`config.mk`:
```
export PLATFORM = sky130hd
export DESIGN_NAME = ide_cycle_ctrl
export DESIGN_NICKNAME = d
export VERILOG_FILES = /design/src/rtl/ide_pkg.sv /design/src/rtl/ide_cycle_ctrl_cycle_timer.sv /design/src/rtl/ide_cycle_ctrl.sv
export SDC_FILE = /design/constraint.sdc
export NUM_CORES = 1
export LEC_CHECK = 0
export ABC_AREA = 1
export CAP_MARGIN = 20
export CORE_UTILIZATION = 26
export DETAILED_ROUTE_END_ITERATION = 7
export GPL_TIMING_DRIVEN = 0
export PLACE_DENSITY = 0.57
export SLEW_MARGIN = 20
export SYNTH_ARGS = -nofsm -noshare
export SYNTH_HDL_FRONTEND = slang
export SYNTH_SLANG_ARGS = --single-unit
```
`constraint.sdc`:
```
create_clock -name CLK -period 4.3 [get_ports CLK]
set_clock_uncertainty 0.15 [all_clocks]
set_input_delay 0.86 -clock CLK [delete_from_list [all_inputs] [get_ports CLK]]
set_output_delay 0.86 -clock CLK [all_outputs]
set_load 0.01 [all_outputs]
```
`src/rtl/ide_pkg.sv`:
```
// rtl/ide_pkg.sv - shared types and constants for the IDE bus-cycle controller
// Purpose: FSM state encoding, chip-select index constants, PIO-0 default
// cycle counts and the timer load helper used by ide_cycle_ctrl.
package ide_pkg;

    typedef enum logic [2:0] {
        ST_IDLE,
        ST_SETUP,
        ST_STROBE,
        ST_IORDY_WAIT,
        ST_RECOVER,
        ST_ROM,
        ST_ACK
    } state_e;

    // Bit positions within IDE_CS_n
    localparam int CS_CMD = 0;
    localparam int CS_CTL = 1;

    // PIO mode 0 defaults at a 7.09 MHz clock
    localparam int PIO0_SETUP_CYC   = 1;
    localparam int PIO0_STROBE_CYC  = 3;
    localparam int PIO0_RECOVER_CYC = 1;
    localparam int PIO0_ROM_CYC     = 2;
    localparam int PIO0_IORDY_MAX   = 15;

    // A state lasting n cycles loads n-1 and exits when the timer reads zero.
    function automatic logic [3:0] cnt_load(input int cycles);
        return (cycles > 0) ? 4'(cycles - 1) : 4'd0;
    endfunction

endpackage

```
`src/rtl/ide_cycle_ctrl_cycle_timer.sv`:
```
// rtl/ide_cycle_ctrl_cycle_timer.sv - 4-bit load/decrement down-counter with zero flag
// Purpose: times each FSM state of ide_cycle_ctrl.
// Ports:
//   clk, rst  - clock, asynchronous active-high reset
//   load      - load load_val (takes priority over dec)
//   load_val  - value loaded on state entry
//   dec       - decrement; saturates at zero, never wraps
//   zero      - counter currently reads zero
module cycle_timer (
    input  logic       clk,
    input  logic       rst,
    input  logic       load,
    input  logic [3:0] load_val,
    input  logic       dec,
    output logic       zero
);

    logic [3:0] cnt_q;
    logic [3:0] cnt_d;

    always_comb begin
        cnt_d = cnt_q;
        if (load) begin
            cnt_d = load_val;
        end else if (dec && (cnt_q != 4'd0)) begin
            cnt_d = cnt_q - 4'd1;
        end
    end

    always_ff @(posedge clk or posedge rst) begin
        if (rst) begin
            cnt_q <= 4'd0;
        end else begin
            cnt_q <= cnt_d;
        end
    end

    assign zero = (cnt_q == 4'd0);

endmodule

```
`src/rtl/ide_cycle_ctrl.sv`:
```
// rtl/ide_cycle_ctrl.sv - Zorro II IDE PIO / boot-ROM bus-cycle controller
// Purpose: turns a decoded 68000 access into a timed IDE register cycle or a
// boot-ROM cycle and returns DTACK. All outputs are registered.
// Ports:
//   CLK, RESET           - 7.09 MHz clock, asynchronous active-high reset
//   ADDR[16:1]           - CPU address within the 128K window
//   AS_n, UDS_n, LDS_n   - 68000 address / data strobes
//   RW                   - 1 = read
//   ide_access           - window hit from the autoconfig stage
//   IORDY                - drive ready, already synchronised
//   IDE_CS_n[1:0]        - [0] CS0 command block, [1] CS1 control block
//   IDE_A[2:0]           - drive register address
//   IDE_IOR_n, IDE_IOW_n - drive strobes
//   ROM_OE_n             - boot ROM output enable
//   BUF_OE_n, BUF_DIR    - data buffer enable / direction (1 = card drives bus)
//   rd_latch             - one-cycle pulse to latch drive read data
//   dtack                - cycle complete
module ide_cycle_ctrl
    import ide_pkg::*;
#(
    parameter int SETUP_CYC   = PIO0_SETUP_CYC,
    parameter int STROBE_CYC  = PIO0_STROBE_CYC,
    parameter int RECOVER_CYC = PIO0_RECOVER_CYC,
    parameter int ROM_CYC     = PIO0_ROM_CYC,
    parameter int IORDY_MAX   = PIO0_IORDY_MAX
) (
    input  logic        CLK,
    input  logic        RESET,
    input  logic [16:1] ADDR,
    input  logic        AS_n,
    input  logic        UDS_n,
    input  logic        LDS_n,
    input  logic        RW,
    input  logic        ide_access,
    input  logic        IORDY,
    output logic [1:0]  IDE_CS_n,
    output logic [2:0]  IDE_A,
    output logic        IDE_IOR_n,
    output logic        IDE_IOW_n,
    output logic        ROM_OE_n,
    output logic        BUF_OE_n,
    output logic        BUF_DIR,
    output logic        rd_latch,
    output logic        dtack
);

    localparam logic [3:0] LD_SETUP   = cnt_load(SETUP_CYC);
    localparam logic [3:0] LD_STROBE  = cnt_load(STROBE_CYC);
    localparam logic [3:0] LD_RECOVER = cnt_load(RECOVER_CYC);
    localparam logic [3:0] LD_ROM     = cnt_load(ROM_CYC);
    localparam logic [3:0] LD_IORDY   = cnt_load(IORDY_MAX);
    localparam logic       HAS_WAIT   = (IORDY_MAX > 0);

    state_e state_q, state_d;

    // Cycle context captured at entry and held until IDLE
    logic       rw_q, rw_d;
    logic       cs_sel_q, cs_sel_d;
    logic [2:0] a_q, a_d;
    logic       is_ide_q, is_ide_d;
    // AS_n seen high during the strobe or recovery: finish without DTACK
    logic       abort_q, abort_d;
    // AS_n has been high on some edge since the last accepted cycle
    logic       arm_q, arm_d;

    logic [1:0] ide_cs_n_q, ide_cs_n_d;
    logic [2:0] ide_a_q, ide_a_d;
    logic       ior_n_q, ior_n_d;
    logic       iow_n_q, iow_n_d;
    logic       rom_oe_n_q, rom_oe_n_d;
    logic       buf_oe_n_q, buf_oe_n_d;
    logic       buf_dir_q, buf_dir_d;
    logic       rd_latch_q, rd_latch_d;
    logic       dtack_q, dtack_d;

    logic       tmr_load;
    logic [3:0] tmr_val;
    logic       tmr_dec;
    logic       tmr_zero;

    logic       start;
    logic       in_ide;
    logic       rom_ack_rd;
    logic       strobing;

    // Address bits outside the decode are intentionally ignored
    logic unused_addr;
    assign unused_addr = ^{ADDR[15:13], ADDR[11:5], ADDR[1]};

    cycle_timer u_timer (
        .clk      (CLK),
        .rst      (RESET),
        .load     (tmr_load),
        .load_val (tmr_val),
        .dec      (tmr_dec),
        .zero     (tmr_zero)
    );

    assign start = ide_access && !AS_n && (!UDS_n || !LDS_n) && arm_q;

    always_comb begin
        state_d  = state_q;
        rw_d     = rw_q;
        cs_sel_d = cs_sel_q;
        a_d      = a_q;
        is_ide_d = is_ide_q;
        abort_d  = abort_q;
        arm_d    = arm_q | AS_n;
        tmr_load = 1'b0;
        tmr_val  = 4'd0;
        tmr_dec  = 1'b0;

        case (state_q)
            ST_IDLE: begin
                abort_d = 1'b0;
                if (start) begin
                    rw_d     = RW;
                    cs_sel_d = ADDR[12];
                    a_d      = ADDR[4:2];
                    is_ide_d = ADDR[16];
                    arm_d    = 1'b0;
                    if (ADDR[16]) begin
                        state_d  = ST_SETUP;
                        tmr_load = 1'b1;
                        tmr_val  = LD_SETUP;
                    end else if (RW) begin
                        state_d  = ST_ROM;
                        tmr_load = 1'b1;
                        tmr_val  = LD_ROM;
                    end else begin
                        // ROM writes have nothing to strobe: ack at once
                        state_d = ST_ACK;
                    end
                end
            end
            ST_SETUP: begin
                if (AS_n) begin
                    state_d = ST_IDLE;
                end else if (tmr_zero) begin
                    state_d  = ST_STROBE;
                    tmr_load = 1'b1;
                    tmr_val  = LD_STROBE;
                end else begin
                    tmr_dec = 1'b1;
                end
            end
            ST_STROBE: begin
                if (AS_n) begin
                    abort_d = 1'b1;
                end
                if (tmr_zero) begin
                    // An aborted cycle only needs the minimum strobe width
                    if (HAS_WAIT && !IORDY && !(abort_q || AS_n)) begin
                        state_d  = ST_IORDY_WAIT;
                        tmr_load = 1'b1;
                        tmr_val  = LD_IORDY;
                    end else begin
                        state_d  = ST_RECOVER;
                        tmr_load = 1'b1;
                        tmr_val  = LD_RECOVER;
                    end
                end else begin
                    tmr_dec = 1'b1;
                end
            end
            ST_IORDY_WAIT: begin
                if (AS_n) begin
                    abort_d = 1'b1;
                end
                // Timeout completes the cycle normally
                if (AS_n || IORDY || tmr_zero) begin
                    state_d  = ST_RECOVER;
                    tmr_load = 1'b1;
                    tmr_val  = LD_RECOVER;
                end else begin
                    tmr_dec = 1'b1;
                end
            end
            ST_RECOVER: begin
                if (AS_n) begin
                    abort_d = 1'b1;
                end
                if (tmr_zero) begin
                    state_d = (abort_q || AS_n) ? ST_IDLE : ST_ACK;
                end else begin
                    tmr_dec = 1'b1;
                end
            end
            ST_ROM: begin
                if (AS_n) begin
                    state_d = ST_IDLE;
                end else if (tmr_zero) begin
                    state_d = ST_ACK;
                end else begin
                    tmr_dec = 1'b1;
                end
            end
            ST_ACK: begin
                if (AS_n) begin
                    state_d = ST_IDLE;
                end
            end
            default: state_d = ST_IDLE;
        endcase

        // Outputs are decoded from the next state so they change on the same
        // edge as the state register.
        in_ide     = (state_d inside {ST_SETUP, ST_STROBE, ST_IORDY_WAIT, ST_RECOVER}) ||
                     ((state_d == ST_ACK) && is_ide_d);
        rom_ack_rd = (state_d == ST_ACK) && !is_ide_d && rw_d;
        strobing   = state_d inside {ST_STROBE, ST_IORDY_WAIT};

        ide_cs_n_d = 2'b11;
        if (in_ide) begin
            if (cs_sel_d) begin
                ide_cs_n_d[CS_CTL] = 1'b0;
            end else begin
                ide_cs_n_d[CS_CMD] = 1'b0;
            end
        end
        ide_a_d    = in_ide ? a_d : 3'd0;
        ior_n_d    = !(strobing && rw_d);
        iow_n_d    = !(strobing && !rw_d);
        rom_oe_n_d = !((state_d == ST_ROM) || rom_ack_rd);
        buf_oe_n_d = !(in_ide || (state_d == ST_ROM) || rom_ack_rd);
        buf_dir_d  = (state_d != ST_IDLE) && rw_d;
        rd_latch_d = rw_d && (state_q inside {ST_STROBE, ST_IORDY_WAIT}) &&
                     (state_d == ST_RECOVER);
        dtack_d    = (state_d == ST_ACK);
    end

    always_ff @(posedge CLK or posedge RESET) begin
        if (RESET) begin
            state_q    <= ST_IDLE;
            rw_q       <= 1'b0;
            cs_sel_q   <= 1'b0;
            a_q        <= 3'd0;
            is_ide_q   <= 1'b0;
            abort_q    <= 1'b0;
            arm_q      <= 1'b0;
            ide_cs_n_q <= 2'b11;
            ide_a_q    <= 3'd0;
            ior_n_q    <= 1'b1;
            iow_n_q    <= 1'b1;
            rom_oe_n_q <= 1'b1;
            buf_oe_n_q <= 1'b1;
            buf_dir_q  <= 1'b0;
            rd_latch_q <= 1'b0;
            dtack_q    <= 1'b0;
        end else begin
            state_q    <= state_d;
            rw_q       <= rw_d;
            cs_sel_q   <= cs_sel_d;
            a_q        <= a_d;
            is_ide_q   <= is_ide_d;
            abort_q    <= abort_d;
            arm_q      <= arm_d;
            ide_cs_n_q <= ide_cs_n_d;
            ide_a_q    <= ide_a_d;
            ior_n_q    <= ior_n_d;
            iow_n_q    <= iow_n_d;
            rom_oe_n_q <= rom_oe_n_d;
            buf_oe_n_q <= buf_oe_n_d;
            buf_dir_q  <= buf_dir_d;
            rd_latch_q <= rd_latch_d;
            dtack_q    <= dtack_d;
        end
    end

    assign IDE_CS_n  = ide_cs_n_q;
    assign IDE_A     = ide_a_q;
    assign IDE_IOR_n = ior_n_q;
    assign IDE_IOW_n = iow_n_q;
    assign ROM_OE_n  = rom_oe_n_q;
    assign BUF_OE_n  = buf_oe_n_q;
    assign BUF_DIR   = buf_dir_q;
    assign rd_latch  = rd_latch_q;
    assign dtack     = dtack_q;

endmodule

```
# Word-level counts from Yosys, hierarchy flattened
# Cells that the tools add are included.
# classes
muxes	51
add_sub_neg	1
eq_ne	13
n_reduce_logical	45
bitwise	1
# op_table
cell	n
3-bit 2-to-1 mux	15
1-bit 2-to-1 mux	23
3-bit case mux with 7 select lines	1
3-bit == test (second input constant)	6
4-bit 2-to-1 mux	4
1-bit logical AND	13
3-bit by 2-bit == test with 1-bit output (second input constant)	4
4-bit case mux with 3 select lines	1
1-bit zero test	11
1-bit logical OR	8
2-bit 2-to-1 mux	4
2-bit nonzero test	4
4-bit nonzero test	2
3-bit by 1-bit == test with 1-bit output (second input constant)	2
4-bit zero test	1
1-bit case mux with 4 select lines	1
2-bit OR reduction	2
4-bit by 1-bit subtractor with 4-bit output (second input constant)	1
3-bit zero test	1
1-bit case mux with 3 select lines	1
3-bit nonzero test	1
3-bit OR reduction	1
2-bit by 1-bit inequality test with 1-bit output (second input constant)	1
1-bit case mux with 2 select lines	1
other kinds (2)	2
# totals
reg_bits	27
output_inout_bits	12
inputBits	24
wordCells	128

# Longest topological paths before layout
# Gate-level depths: netlist (run 1).
# logic_depth
ltp_word	12
depth_mapped	13
mapped_depth_nobuf	13

# Cells and area by module
# Synthesis (run 1) repeated with hierarchy kept, for this count alone.
# unflattened
hier_cells	206
area_unflattened_um2	1516.5
# by_module_without_submodules
mod	instances	seq_area_each_um2	cells_per_inst	area_per_inst_um2
ide_cycle_ctrl	1	583.1	159	1217.4
cycle_timer	1	100.1	47	299.0

# Worst setup path after synthesis (run 1)
# Ideal clock, no wire load.
# synth_path
kind	in2reg
from	input port AS_n
to	register ide_a_q[0], in the netlist IDE_A[0]
setup_time_ns	0.125
arrival_time_ns	1.755
cell_stages	10
setup_slack_ns	2.269
n_path_buf	0
required_time_ns	4.025
path_cell_list	nor2_1 nand2_1 nand3_1 nand2_1 inv_1 nand2_4 nand3_2 nand2_2 nor2_2 nor2_1
# synth_between
elab_chain_len	10
word_cells_on_any_way	32
cone_classes	eq/ne (5); mux (15); reduce/logical (12)
# synth_lines
item	line_no	rtl
start: declaration	ide_cycle_ctrl.sv:30	input logic AS_n,
1-bit logical OR or 1-bit zero test (tied branches)	ide_cycle_ctrl.sv:153, ide_cycle_ctrl.sv:184, ide_cycle_ctrl.sv:99	
1-bit zero test or 1-bit logical AND (tied branches)	ide_cycle_ctrl.sv:153, ide_cycle_ctrl.sv:99	
1-bit logical AND, on equally long branches	ide_cycle_ctrl.sv:153, ide_cycle_ctrl.sv:99	
3-bit 2-to-1 mux or 1-bit logical AND (tied branches)	ide_cycle_ctrl.sv:153, ide_cycle_ctrl.sv:99	
3-bit 2-to-1 mux, on equally long branches	ide_cycle_ctrl.sv:151, ide_cycle_ctrl.sv:116	
3-bit case mux with 7 select lines *	ide_cycle_ctrl.sv:113	case (state_q)
via state_d[2]	ide_cycle_ctrl.sv:54	state_e state_q, state_d;
3-bit by 1-bit == test with 1-bit output (tied with other cells)	ide_cycle_ctrl.sv:208	in_ide = (state_d inside {ST_SETUP, ST_STROBE, ST_IORDY_WAIT, ST_RECOVER}) ||
4-bit nonzero test or 1-bit logical AND (tied branches)	ide_cycle_ctrl.sv:208, ide_cycle_ctrl.sv:209	
1-bit logical OR *	ide_cycle_ctrl.sv:208	
3-bit 2-to-1 mux *	ide_cycle_ctrl.sv:221	ide_a_d = in_ide ? a_d : 3'd0;
via ide_a_d[0]	ide_cycle_ctrl.sv:67	logic [2:0] ide_a_q, ide_a_d;
end signal: assignment	ide_cycle_ctrl.sv:259	ide_a_q <= ide_a_d;
end: declaration	ide_cycle_ctrl.sv:67	
# The timed path passes the listed nets; every way through them passes the cells marked *.
# A chain may end at the register's enable or synchronous reset.

# Worst setup path after layout (run 1)
# Same ends and word-level chain as after synthesis.

==> out/qor.yml, run 1 <==
status: "completed"
synth_cell_types: 28
die-width_um: 77.6
nNetsFinal: 242
post_cts_resize_count: 0
die_h_um: 77.6
slowest_stage: "clkdlybuf4s50_1"
io_buffers: 24
syn-num-nets: 213
pre_cts_slack_ns: 1.53
power_density_nw_per_um2: 654
final_max_slew_viol_count: 0
postSynthAreaPerCell_um2: 7.90
detailed_place_hpwl_um: 2350
post-route-min-period_ns: 2.50
synth_mux_area_share_pct: 0
grt_pass1_wl_um: 5230
clock.fmax_mhz: 400
drv_cap: 0
layout_commonest_cell: "nand2_1"
first_iter_violations: 44
rrSetupSlack_ns: 2.23
cts_setup_buffers: 0
syn_area_um2: 1490
drive_above_1_share_pct: 21.3
synth_compound_area_share_pct: 7.33
end_kind: "register"
layout_common_cells: "nand2_1 (38), nor2_1 (27), inv_1 (26)"
firstDrtPassIters: 4
worst-path-stages: 11
diodes: 0
initial_utilization_pct: 27.0
routedWlPerCell_um: 10.6
cts_max_path_buffers: 2
synth_xor_area_share_pct: 0.590
drc: 0
numCtsBuffers: 3
core-area_um2: 5510
clk_latency_ns: 0.28
die-area_um2: 6020
worstSetupPathType: "input port to register"
period_share_pct: 58.1
yosys_warnings: 0
layout_setup_ws_ns: 1.80
cpLargestDelayFamily: "simple AND/OR/NAND/NOR gates"
r2r_end: "IDE_A[0]$_DFF_PP0_"
clock-root-buffer: "clkbuf_8"
grt_max_degree: 28
yosys.area_share.adder_pct: 0.842
hold_violations: 0
critPathMaxStageDelay_ns: 0.49
slew_headroom_pct: 60.9
hold_path.class: "register to register"
ioPinCount: 36
crit_buf_inv: 2
worstHoldStart: "arm_q$_DFF_PP0_"
synth_seq_cells: 27
r2r_cells: 13
cp-start-kind: "input port"
synthSimpleGateAreaFrac_pct: 36.9
cts_tree: "yes"
hold_buffers: 0
synth_top_family_by_area: "simple AND/OR/NAND/NOR gates"
ant_nets: 0
power.static_leakage_nw: 0.910
grt_antenna_before_repair: 0
vias: 1208
worstPathRequired_ns: 4.31
ys_seq_area_share_pct: 46.0
areaGrowthSynthToFinish_pct: 25.5
min_path_cells: 2
cts.htree.levels: 1
vdd_drop_max_mv: 0.302
cp.arrival_ns: 2.51
grt_remaining_overflow: 0
rows: 27
grt_pass1_vias: 1212
path_clk_slew_ns: 0.09
grt_setup_unrepaired: "false"
cp_max_fo: 9
setup_violations: 0
grt.total_usage_pct: 11.2
ff_latch_area_um2: 683
holdPathEnd: "arm_q$_DFF_PP0_"
clock_sinks: 27
r2r-start: "u_timer.cnt_q[0]$_DFFE_PP0P_"
wl_um: 3060
nFillCells: 580
tns_ns: 0
multiInputGateArea_um2: 678
path_cells: "clkdlybuf4s50_1 -> nor2_1 -> nand2_1 -> nand3_1 -> nand2_1 -> inv_1 -> nand2_4 -> nand3_2 -> nand2_2 -> nor2_2 -> nor2_1"
gp_congestion: 0.810
worst_slew_pin_slew_ns: 0.586
netlist_instances: 188
via_per_inst: 4.19
-- worst max path at each step --
stage,from,endpoint
final,AS_n,IDE_A[0]$_DFF_PP0_
after global routing,AS_n,IDE_A[0]$_DFF_PP0_
after CTS,AS_n,IDE_A[0]$_DFF_PP0_
after detailed placement,AS_n,IDE_A[2]$_DFF_PP0_
after global placement,AS_n,IDE_A[0]$_DFF_PP0_
after floorplan,AS_n,IDE_A[0]$_DFF_PP0_
-- cells by family (layout without fill, tap and decap cells) --
| kind of cell | count (synthesis) | count (layout) |
|---|---|---|
| fa+ha+maj | 1 | 1 |
| compound gates | 18 | 18 |
| xor+xnor | 1 | 1 |
| buf+inv | 32 | 60 |
| flops | 27 | 27 |
| simple gates | 109 | 109 |
-- through the flow --
| stage | instances | total power [mW] | util [%] | area, um2 | hold WS [ns] |
|---|---|---|---|---|---|
| 5_1_grt | 288 | 1.33 | 33.9 | 1860 | 0.387 |
| 6_report | 288 | 1.22 | 33.9 | 1860 | 0.361 |
| 3_5_place_dp | 284 | 1.08 | 33.0 | 1820 | 0.343 |
| 3_3_place_gp | 284 | 1.07 | 33.0 | 1820 | 0.337 |
| 4_1_cts | 288 | 1.24 | 33.9 | 1860 | 0.367 |
| 2_1_floorplan | 188 | 0.901 | - | 1490 | 0.322 |
-- registers in the layout, summed over array words and instances, names as in the netlist, 2 cells and up --
| name | count |
|---|---|
| a_q | 3 |
| u_timer.cnt_q | 4 |
| IDE_CS_n | 2 |
| state_q | 3 |
| IDE_A | 3 |
-- synthesized netlist by cell type --
library cell  number  share of area, %
nor2_2             7               2.9
o21ai_1            2              0.67
dfrtp_1           21                35
nand2_1           38               9.6
clkinv_2           1              0.34
xor2_1             1              0.59
inv_2              3              0.76
nor2_1            27               6.8
dfstp_2            6                11
nand4_1            2              0.84
a22oi_1            1              0.51
o21ai_0           10               3.4
inv_4              1              0.42
nand3b_2           1              0.76
ha_1               1              0.84
nand3_1           11               3.7
nand2_2            7               2.9
nor2_4             3               2.3
a31oi_1            1              0.42
o21ai_2            1              0.59
o21ai_4            1               1.1
a21oi_1            2              0.67
nand3_2            5               3.4
nand2_4            1              0.76
nor3_1             2              0.67
inv_1             27               6.8
or2_2              4               1.7
nand3b_1           1              0.51
-- power by group --
group	switching, mW	leakage (nW)	internal (mW)	total (mW)
sequential	0.0547	0.322	0.368	0.423
clock	0.0832	0.0217	0.0659	0.149
combinational	0.402	0.567	0.246	0.647
total	0.539	0.910	0.680	1.22
-- layer usage --
metal	vias up	track usage, %	wire length, um
li1	638	-	-
met1	550	13.1	1440
met2	16	19.6	1480
met3	4	2.12	88
met4	0	5.09	53
met5	-	0	0
-- worst register-to-register path, delay by kind of cell (launching register included) --
kind          cells  cell delay [ns]
fa+ha+maj         1             0.26
buf+inv           2             0.14
flops             1             0.39
simple gates     10             1.02
-- cell type report --
class	instances	share of cell area, %
inverter	32	6.64
clock buffer	3	2.21
tap	72	4.83
multi-input combinational	129	36.4
clock inverter	1	0.403
timing repair buffer	24	12.9
sequential	27	36.6
Power figures use the tool's default switching activity.
==> inputs of run 2 (changes only) <==
- clock period: 4.3 -> 2.6 ns (I/O delays scaled with it)
==> results of run 2 <==
Same layout as run 1 (identical final DEF). Status: completed.
Among the figures that moved: setup slack after placement 1.53 ns -> 0.166 ns; setup slack after layout 1.80 ns -> 0.442 ns; register-to-register setup slack 2.23 ns -> 0.53 ns; total power 1.22 mW -> 2.02 mW; worst IR drop on VDD 0.302 mV -> 0.500 mV
